**config.mk**
```make
export PLATFORM = sky130hd
export DESIGN_NAME = utxd_crc_frm_flat
export DESIGN_NICKNAME = d
export VERILOG_FILES = /design/src/rtl/utxd_crc_frm_if.sv /design/src/rtl/utxd_crc_frm.sv /design/src/flat_wrapper.sv
export SDC_FILE = /design/constraint.sdc
export NUM_CORES = 1
export LEC_CHECK = 0
export ABC_AREA = 1
export BUFFER_PORTS_ARGS = -buffer_cell sky130_fd_sc_hd__buf_2
export CORE_AREA = 2 2 113 115
export DETAILED_ROUTE_END_ITERATION = 8
export DIE_AREA = 0 0 115 117
export PLACE_DENSITY = 0.78
export SLEW_MARGIN = 20
export SYNTH_ARGS = -nofsm -noshare
export SYNTH_HDL_FRONTEND = slang
export SYNTH_SLANG_ARGS = --single-unit
```
**constraint.sdc**
```tcl
create_clock -name clk -period 2.8 [get_ports clk]
set_input_delay 0.14 -clock clk [delete_from_list [all_inputs] [get_ports clk]]
set_output_delay 0.14 -clock clk [all_outputs]
set_load 0.02 [all_outputs]
```
**src/rtl/utxd_crc_frm_if.sv**
```systemverilog
// Frame-transmitter bundle: command/strobe inputs, memory read port,
// serial line and status. clk/res_n stay plain ports on the block.
interface utxd_crc_frm_if;
  logic        st;
  logic [7:0]  com;
  logic [15:0] adr;
  logic [7:0]  lbl;
  logic [7:0]  dat;
  logic [15:0] rd_adr;
  logic        UTXD;
  logic        en_tx;
  logic        busy;
  logic        done;
  logic [7:0]  cb_byte;
  logic [15:0] CRC;

  modport master (
    output st, com, adr, lbl, dat,
    input  rd_adr, UTXD, en_tx, busy,
    input  done, cb_byte, CRC
  );

  modport slave (
    input  st, com, adr, lbl, dat,
    output rd_adr, UTXD, en_tx, busy,
    output done, cb_byte, CRC
  );
endinterface

```
**src/rtl/utxd_crc_frm.sv**
```systemverilog
// CRC-16/CCITT framed UART transmitter: com, adr, lbl, data, CRC.
// Define TX_PARITY_EN for 8E1 framing; default build is 8N1.
module utxd_crc_frm #(
  parameter int          BIT_DIV  = 434,
  parameter logic [15:0] CRC_INIT = 16'hFFFF
) (
  input logic           clk,
  input logic           res_n,
  utxd_crc_frm_if.slave bus
);

  localparam int DW = $clog2(BIT_DIV);
  localparam logic [DW-1:0] DIV_END = DW'(BIT_DIV - 1);

`ifdef TX_PARITY_EN
  typedef enum logic [2:0] {
    IDLE, START, DATA, PAR, STOP
  } state_t;
`else
  typedef enum logic [1:0] {
    IDLE, START, DATA, STOP
  } state_t;
`endif

  state_t      state_q, state_d;
  logic [DW-1:0] div_q, div_d;
  logic [2:0]  bit_q, bit_d;
  logic [7:0]  sh_q, sh_d;
  logic [8:0]  idx_q, idx_d;
  logic [15:0] adr_q, adr_d;
  logic [7:0]  lbl_q, lbl_d;
  logic [15:0] rd_q, rd_d;
  logic [15:0] crc_q, crc_d;
  logic        done_q, done_d;
  logic        line_q, line_d;
`ifdef TX_PARITY_EN
  logic        par_q, par_d;
`endif

  logic        bit_end;
  logic [8:0]  d_end;
  logic [8:0]  last;
  logic [8:0]  nx;
  logic [7:0]  nb;
  logic        nx_data;
  logic        nx_crc;

  function automatic logic [15:0] crc_byte(
    input logic [15:0] c,
    input logic [7:0]  d
  );
    logic [15:0] r;
    r = c ^ {d, 8'h00};
    for (int i = 0; i < 8; i++)
      r = r[15] ? ({r[14:0], 1'b0} ^ 16'h1021)
                : {r[14:0], 1'b0};
    return r;
  endfunction

  assign bit_end = (div_q == DIV_END);
  assign d_end   = {1'b0, lbl_q} + 9'd4;
  assign last    = d_end + 9'd1;

  // Source of the byte that follows the one on the line
  always_comb begin
    nx      = idx_q + 9'd1;
    nb      = 8'h00;
    nx_data = 1'b0;
    nx_crc  = 1'b0;
    unique case (1'b1)
      nx == 9'd1: nb = adr_q[15:8];
      nx == 9'd2: nb = adr_q[7:0];
      nx == 9'd3: nb = lbl_q;
      (nx >= 9'd4) && (nx < d_end): begin
        nb      = bus.dat;
        nx_data = 1'b1;
      end
      nx == d_end: begin
        nb     = crc_q[15:8];
        nx_crc = 1'b1;
      end
      default: begin
        nb     = crc_q[7:0];
        nx_crc = 1'b1;
      end
    endcase
  end

  always_comb begin
    state_d = state_q;
    div_d   = div_q;
    bit_d   = bit_q;
    sh_d    = sh_q;
    idx_d   = idx_q;
    adr_d   = adr_q;
    lbl_d   = lbl_q;
    rd_d    = rd_q;
    crc_d   = crc_q;
    done_d  = 1'b0;
    line_d  = 1'b1;
`ifdef TX_PARITY_EN
    par_d   = par_q;
`endif

    if (state_q != IDLE)
      div_d = bit_end ? '0 : div_q + 1'b1;

    unique case (state_q)
      IDLE: begin
        if (bus.st) begin
          adr_d   = bus.adr;
          lbl_d   = bus.lbl;
          rd_d    = bus.adr;
          crc_d   = crc_byte(CRC_INIT, bus.com);
          sh_d    = bus.com;
          idx_d   = '0;
          div_d   = '0;
          state_d = START;
`ifdef TX_PARITY_EN
          par_d   = ^bus.com;
`endif
        end
      end
      START: begin
        if (bit_end) begin
          state_d = DATA;
          bit_d   = '0;
        end
      end
      DATA: begin
        if (bit_end) begin
          if (bit_q == 3'd7) begin
`ifdef TX_PARITY_EN
            state_d = PAR;
`else
            state_d = STOP;
`endif
          end else begin
            sh_d  = {1'b0, sh_q[7:1]};
            bit_d = bit_q + 3'd1;
          end
        end
      end
`ifdef TX_PARITY_EN
      PAR: begin
        if (bit_end)
          state_d = STOP;
      end
`endif
      STOP: begin
        if (bit_end) begin
          if (idx_q == last) begin
            state_d = IDLE;
            idx_d   = '0;
            done_d  = 1'b1;
          end else begin
            state_d = START;
            idx_d   = nx;
            sh_d    = nb;
            // CRC bytes themselves are not folded in
            if (!nx_crc)
              crc_d = crc_byte(crc_q, nb);
            if (nx_data)
              rd_d = rd_q + 16'd1;
`ifdef TX_PARITY_EN
            par_d = ^nb;
`endif
          end
        end
      end
      default: state_d = IDLE;
    endcase

    unique case (state_d)
      START:   line_d = 1'b0;
      DATA:    line_d = sh_d[0];
`ifdef TX_PARITY_EN
      PAR:     line_d = par_d;
`endif
      default: line_d = 1'b1;
    endcase
  end

  always_ff @(posedge clk or negedge res_n) begin
    if (!res_n) begin
      state_q <= IDLE;
      div_q   <= '0;
      bit_q   <= '0;
      sh_q    <= '0;
      idx_q   <= '0;
      adr_q   <= '0;
      lbl_q   <= '0;
      rd_q    <= '0;
      crc_q   <= CRC_INIT;
      done_q  <= 1'b0;
      line_q  <= 1'b1;
`ifdef TX_PARITY_EN
      par_q   <= 1'b0;
`endif
    end else begin
      state_q <= state_d;
      div_q   <= div_d;
      bit_q   <= bit_d;
      sh_q    <= sh_d;
      idx_q   <= idx_d;
      adr_q   <= adr_d;
      lbl_q   <= lbl_d;
      rd_q    <= rd_d;
      crc_q   <= crc_d;
      done_q  <= done_d;
      line_q  <= line_d;
`ifdef TX_PARITY_EN
      par_q   <= par_d;
`endif
    end
  end

  assign bus.UTXD    = line_q;
  assign bus.busy    = (state_q != IDLE);
  assign bus.en_tx   = (state_q != IDLE);
  assign bus.done    = done_q;
  assign bus.cb_byte = idx_q[7:0];
  assign bus.rd_adr  = rd_q;
  assign bus.CRC     = crc_q;

endmodule

```
**src/flat_wrapper.sv**
```systemverilog
// flat-port wrapper written by rule: the top's interface ports become plain ports
module utxd_crc_frm_flat 
#(
  parameter int          BIT_DIV  = 434,
  parameter logic [15:0] CRC_INIT = 16'hFFFF
)
  (clk, res_n, bus_st, bus_com, bus_adr, bus_lbl, bus_dat, bus_rd_adr, bus_UTXD, bus_en_tx, bus_busy, bus_done, bus_cb_byte, bus_CRC);
  utxd_crc_frm_if bus_i ();
  input logic clk;
  input logic res_n;
  input wire logic [$bits(bus_i.st)-1:0] bus_st;
  input wire logic [$bits(bus_i.com)-1:0] bus_com;
  input wire logic [$bits(bus_i.adr)-1:0] bus_adr;
  input wire logic [$bits(bus_i.lbl)-1:0] bus_lbl;
  input wire logic [$bits(bus_i.dat)-1:0] bus_dat;
  output wire logic [$bits(bus_i.rd_adr)-1:0] bus_rd_adr;
  output wire logic [$bits(bus_i.UTXD)-1:0] bus_UTXD;
  output wire logic [$bits(bus_i.en_tx)-1:0] bus_en_tx;
  output wire logic [$bits(bus_i.busy)-1:0] bus_busy;
  output wire logic [$bits(bus_i.done)-1:0] bus_done;
  output wire logic [$bits(bus_i.cb_byte)-1:0] bus_cb_byte;
  output wire logic [$bits(bus_i.CRC)-1:0] bus_CRC;
  assign bus_i.st = bus_st;
  assign bus_i.com = bus_com;
  assign bus_i.adr = bus_adr;
  assign bus_i.lbl = bus_lbl;
  assign bus_i.dat = bus_dat;
  assign bus_rd_adr = bus_i.rd_adr;
  assign bus_UTXD = bus_i.UTXD;
  assign bus_en_tx = bus_i.en_tx;
  assign bus_busy = bus_i.busy;
  assign bus_done = bus_i.done;
  assign bus_cb_byte = bus_i.cb_byte;
  assign bus_CRC = bus_i.CRC;
  utxd_crc_frm #(.BIT_DIV(BIT_DIV), .CRC_INIT(CRC_INIT)) u_core (.clk(clk), .res_n(res_n), .bus(bus_i));
endmodule
```
==> results.sh <==
export IMPL_yosysTopAreaCell="dfrtp_1"
export IMPL_synth_most_common_cell="nand2_1"
export IMPL_critPathMaxStageDelay_ns=0.44
export IMPL_core_mm2=0.0123
export IMPL_dp_hpwl_um=13000
export IMPL_ys_async_sr_fraction_pct=100
export IMPL_yosysWarningCount=0
export IMPL_cts_sinks=89
export IMPL_drt_iter0_drc=657
export IMPL_rrSetupSlack_ns=-0.32
export IMPL_antenna_found_initial=0
export IMPL_busiest_layer="met2"
export IMPL_dieArea_mm2=0.0135
export IMPL_syn_num_nets=953
export IMPL_drt_wl_total_um=20900
export IMPL_ant_nets=0
export IMPL_syn_to_final_growth_pct=37.2
export IMPL_setup_ws_ns=-0.323
export IMPL_drc_errors=0
export IMPL_final_instance_count_excl_fill=1204
export IMPL_grt_pass1_vias=6147
export IMPL_hold_violations=0
export IMPL_path_cells="buf_4 -> nand2_2 -> nor2_4 -> nand2_2 -> nand2_2 -> ha_1 -> nand2_4 -> inv_1 -> nand4_1 -> nand2_1 -> nand4_1 -> nand2_1 -> nand2_2 -> nand2_4 -> buf_6 -> nand4_1 -> nand2_2 -> nand2_4 -> nand2_4 -> nand2_4 -> nand3_4 -> nand3b_1 -> nand2_1 -> nand2_1"
export IMPL_synth_area_per_cell_um2=7.20
export IMPL_grt_usage_pct=28.1
export IMPL_critPathSlowestCell="dfrtp_2"
export IMPL_fillers=885
export IMPL_port_buffers=86
export IMPL_dr_pass1_iters=5
export IMPL_num_rows=41
export IMPL_vias=6883
export IMPL_fin_area_mm2=0.00880
export IMPL_drive_gt1_share_pct=38.9
export IMPL_ys_seq_area_share_pct=35.1
export IMPL_diodes=0
export IMPL_fmax_ghz=0.320
export IMPL_initial_utilization_pct=52.1
export IMPL_grt_overflow=0
export IMPL_h_tree_depth=3
export IMPL_cap_violations=0
export IMPL_synth_top_area_share_pct=28.1
export IMPL_synth_cell_types=49
export IMPL_synth_area_leaders="dfrtp_1 28%, nand2_1 15%, dfstp_2 7.0%"
export IMPL_slew_headroom_pct=27.3
export IMPL_period_share_pct=112
export IMPL_synth_cells=890
export IMPL_worst_path_max_fanout=6
export IMPL_finalWorstPathRequiredPeriod_ns=3.12
export IMPL_critPathCaptureType="flip-flop"
export IMPL_cts_buffers=9
export IMPL_use_met1_pct=35.8
export IMPL_crit_path_start_kind="flip-flop"
export IMPL_min_path_type="input pin to flip-flop"
export IMPL_synth_seq_cells=89
export IMPL_ir_drop_mv=0.808
export IMPL_ctsRootBufferMaster="clkbuf_16"
export IMPL_grtUsageMet3_pct=5.97
export IMPL_nets=1112
export IMPL_clk_path_buf_depth=2
export IMPL_powerDensity_mw_per_mm2=1120
export IMPL_die_w_um=115
export IMPL_insertion_delay_ns=0.36
export IMPL_worst_setup_hold_path_clk_slew_ns=0.07
export IMPL_grt_max_degree=75
export IMPL_grt_use_met2_pct=48.1
export IMPL_worstPathArrival_ns=3.41
export IMPL_maxSlewViolCount=0
export IMPL_netlist_area_mm2=0.00641
export IMPL_die_height_um=117
export IMPL_dpl_worst_slack_ns=-0.226
export IMPL_pin_count=87
export IMPL_cp_data_required_time_ns=3.09
export IMPL_violations="negative setup slack"
export IMPL_fin_worst_skew_ns=0.00757
export IMPL_synthFlopType="dfrtp_1"
export IMPL_final_setup_viol_count=32
export IMPL_wl_per_cell_um=17.3
export IMPL_crit_type="flip-flop to flip-flop"
export IMPL_dp_cells=1160
export IMPL_synth_edf_count=0
export IMPL_place_area_mm2=0.00736
export IMPL_leakagePower_nw=4.28
export IMPL_worstMarginPinSlew_ns=1.08
export IMPL_grt_pass1_wl_um=29600
export IMPL_synth_cells_most_frequent="254 x nand2_1, 100 x inv_1, 86 x nor2_1, 72 x dfrtp_1, 70 x nand3_1"
export IMPL_rsz0062_at_grt="yes"
export IMPL_cts_tree="built"
export IMPL_viasPerCell=5.72
export IMPL_finalPower_mw=9.89
export IMPL_status="finished, violations left"
export IMPL_place_congestion=0.924
## area by class of cell
type	count	area (µm²)	share of cell area, %
Clock inverter	4	50.0	0.569
Sequential cell	89	2260	25.6
Inverter	111	429	4.88
Multi-Input combinational cell	659	4300	48.9
Timing Repair Buffer	179	1320	14.9
Tap cell	150	188	2.13
Clock buffer	12	256	2.92
## worst paths after layout
kind / depth (start not counted) / end / from
setup / recovery: 24 / u_core.bus.CRC[15] / u_core.idx_q[2]
hold / removal: 3 / u_core.adr_q[9] / bus_adr[9]
setup reg to reg: 24 / u_core.bus.CRC[15] / u_core.idx_q[2]
hold reg to reg: 2 / u_core.bit_q[1] / u_core.bit_q[1]
max in group asynchronous: 3 / u_core.bus.CRC[15] / res_n
min in group asynchronous: 2 / u_core.idx_q[2] / res_n
## stage by stage
step / TNS [ns] / hold slack (ns) / util, %
2_1_floorplan: 0 / -0.156 / -
3_3_place_gp: -0.502 / 0.353 / 59.8
3_5_place_dp: -3.02 / 0.353 / 59.8
4_1_cts: -2.10 / 0.000759 / 65.4
5_1_grt: -9.04 / 0.00866 / 71.5
6_report: -4.31 / 0.00520 / 71.5
## worst max-delay path, delay by kind of cell (launching register included)
kind                       cells  cell delay [ns]
and+or+nand+nor               20             1.90
DFF                            1             0.44
buffers and inverters          3             0.37
adders and majority gates      1             0.32
## registers in the layout, indices dropped and copies added (netlist names)
register,cells
u_core.bus.CRC,16
u_core.state_q,2
u_core.idx_q,9
u_core.div_q,9
u_core.lbl_q,8
u_core.sh_q,8
u_core.adr_q,16
u_core.bit_q,3
u_core.bus.rd_adr,16
u_core.bus.UTXD,1
u_core.bus.done,1
## what timing repair did
| item | 4_1_cts | 5_1_grt |
|---|---|---|
| cloned | 2 | 1 |
| hold buffers | 2 | 0 |
| endpoints found under the setup margin | 35 | 43 |
| pin swaps | 33 | 62 |
| gates resized for setup | 55 | 160 |
| hold endpoints to repair | 73 | 0 |
| setup buffers | 10 | 17 |
## routing by layer
metal | vias to the layer above | share of wire, % | wire length (µm)
met4 | 0 | 4.7 | 989
met3 | 93 | 6.7 | 1400
met2 | 346 | 49 | 10200
li1 | 3182 | - | -
met5 | - | 0 | 0
met1 | 3262 | 40 | 8290
## power breakdown
part	internal, mW	leakage, nW	switching (mW)	total, mW
sequential	1.90	1.07	0.588	2.48
combinational	2.44	3.06	3.68	6.13
clock	0.742	0.147	0.540	1.28
total	5.08	4.28	4.81	9.89
## cell usage in the layout, fill, tap and decap left out, types with 21 or more instances in the layout
| cell | Yosys | layout |
|---|---|---|
| nand2_1 | 254 | 208 |
| dfrtp_1 | 72 | 66 |
| buf_4 | 12 | 64 |
| nand2_2 | 25 | 47 |
| buf_6 | 1 | 21 |
| nand3_1 | 70 | 50 |
| nand2_4 | 3 | 27 |
| o21ai_0 | 47 | 40 |
| buf_2 | 7 | 85 |
| nor2_4 | 11 | 25 |
| inv_1 | 100 | 93 |
| nor2_1 | 86 | 60 |
## cells by family (layout without fill, tap and decap cells)
| group | after synthesis | count (layout) | share of synthesized area, % |
|---|---|---|---|
| XOR/XNOR | 36 | 36 | 4.92 |
| flip-flops | 89 | 89 | 35.1 |
| AO/OA/AOI/OAI | 112 | 112 | 10.8 |
| buffers and inverters | 142 | 306 | 9.52 |
| adder cells (fa/ha/maj) | 20 | 20 | 3.90 |
| AND/OR/NAND/NOR | 491 | 491 | 35.8 |
No activity file was read; power rests on OpenSTA's default activity.
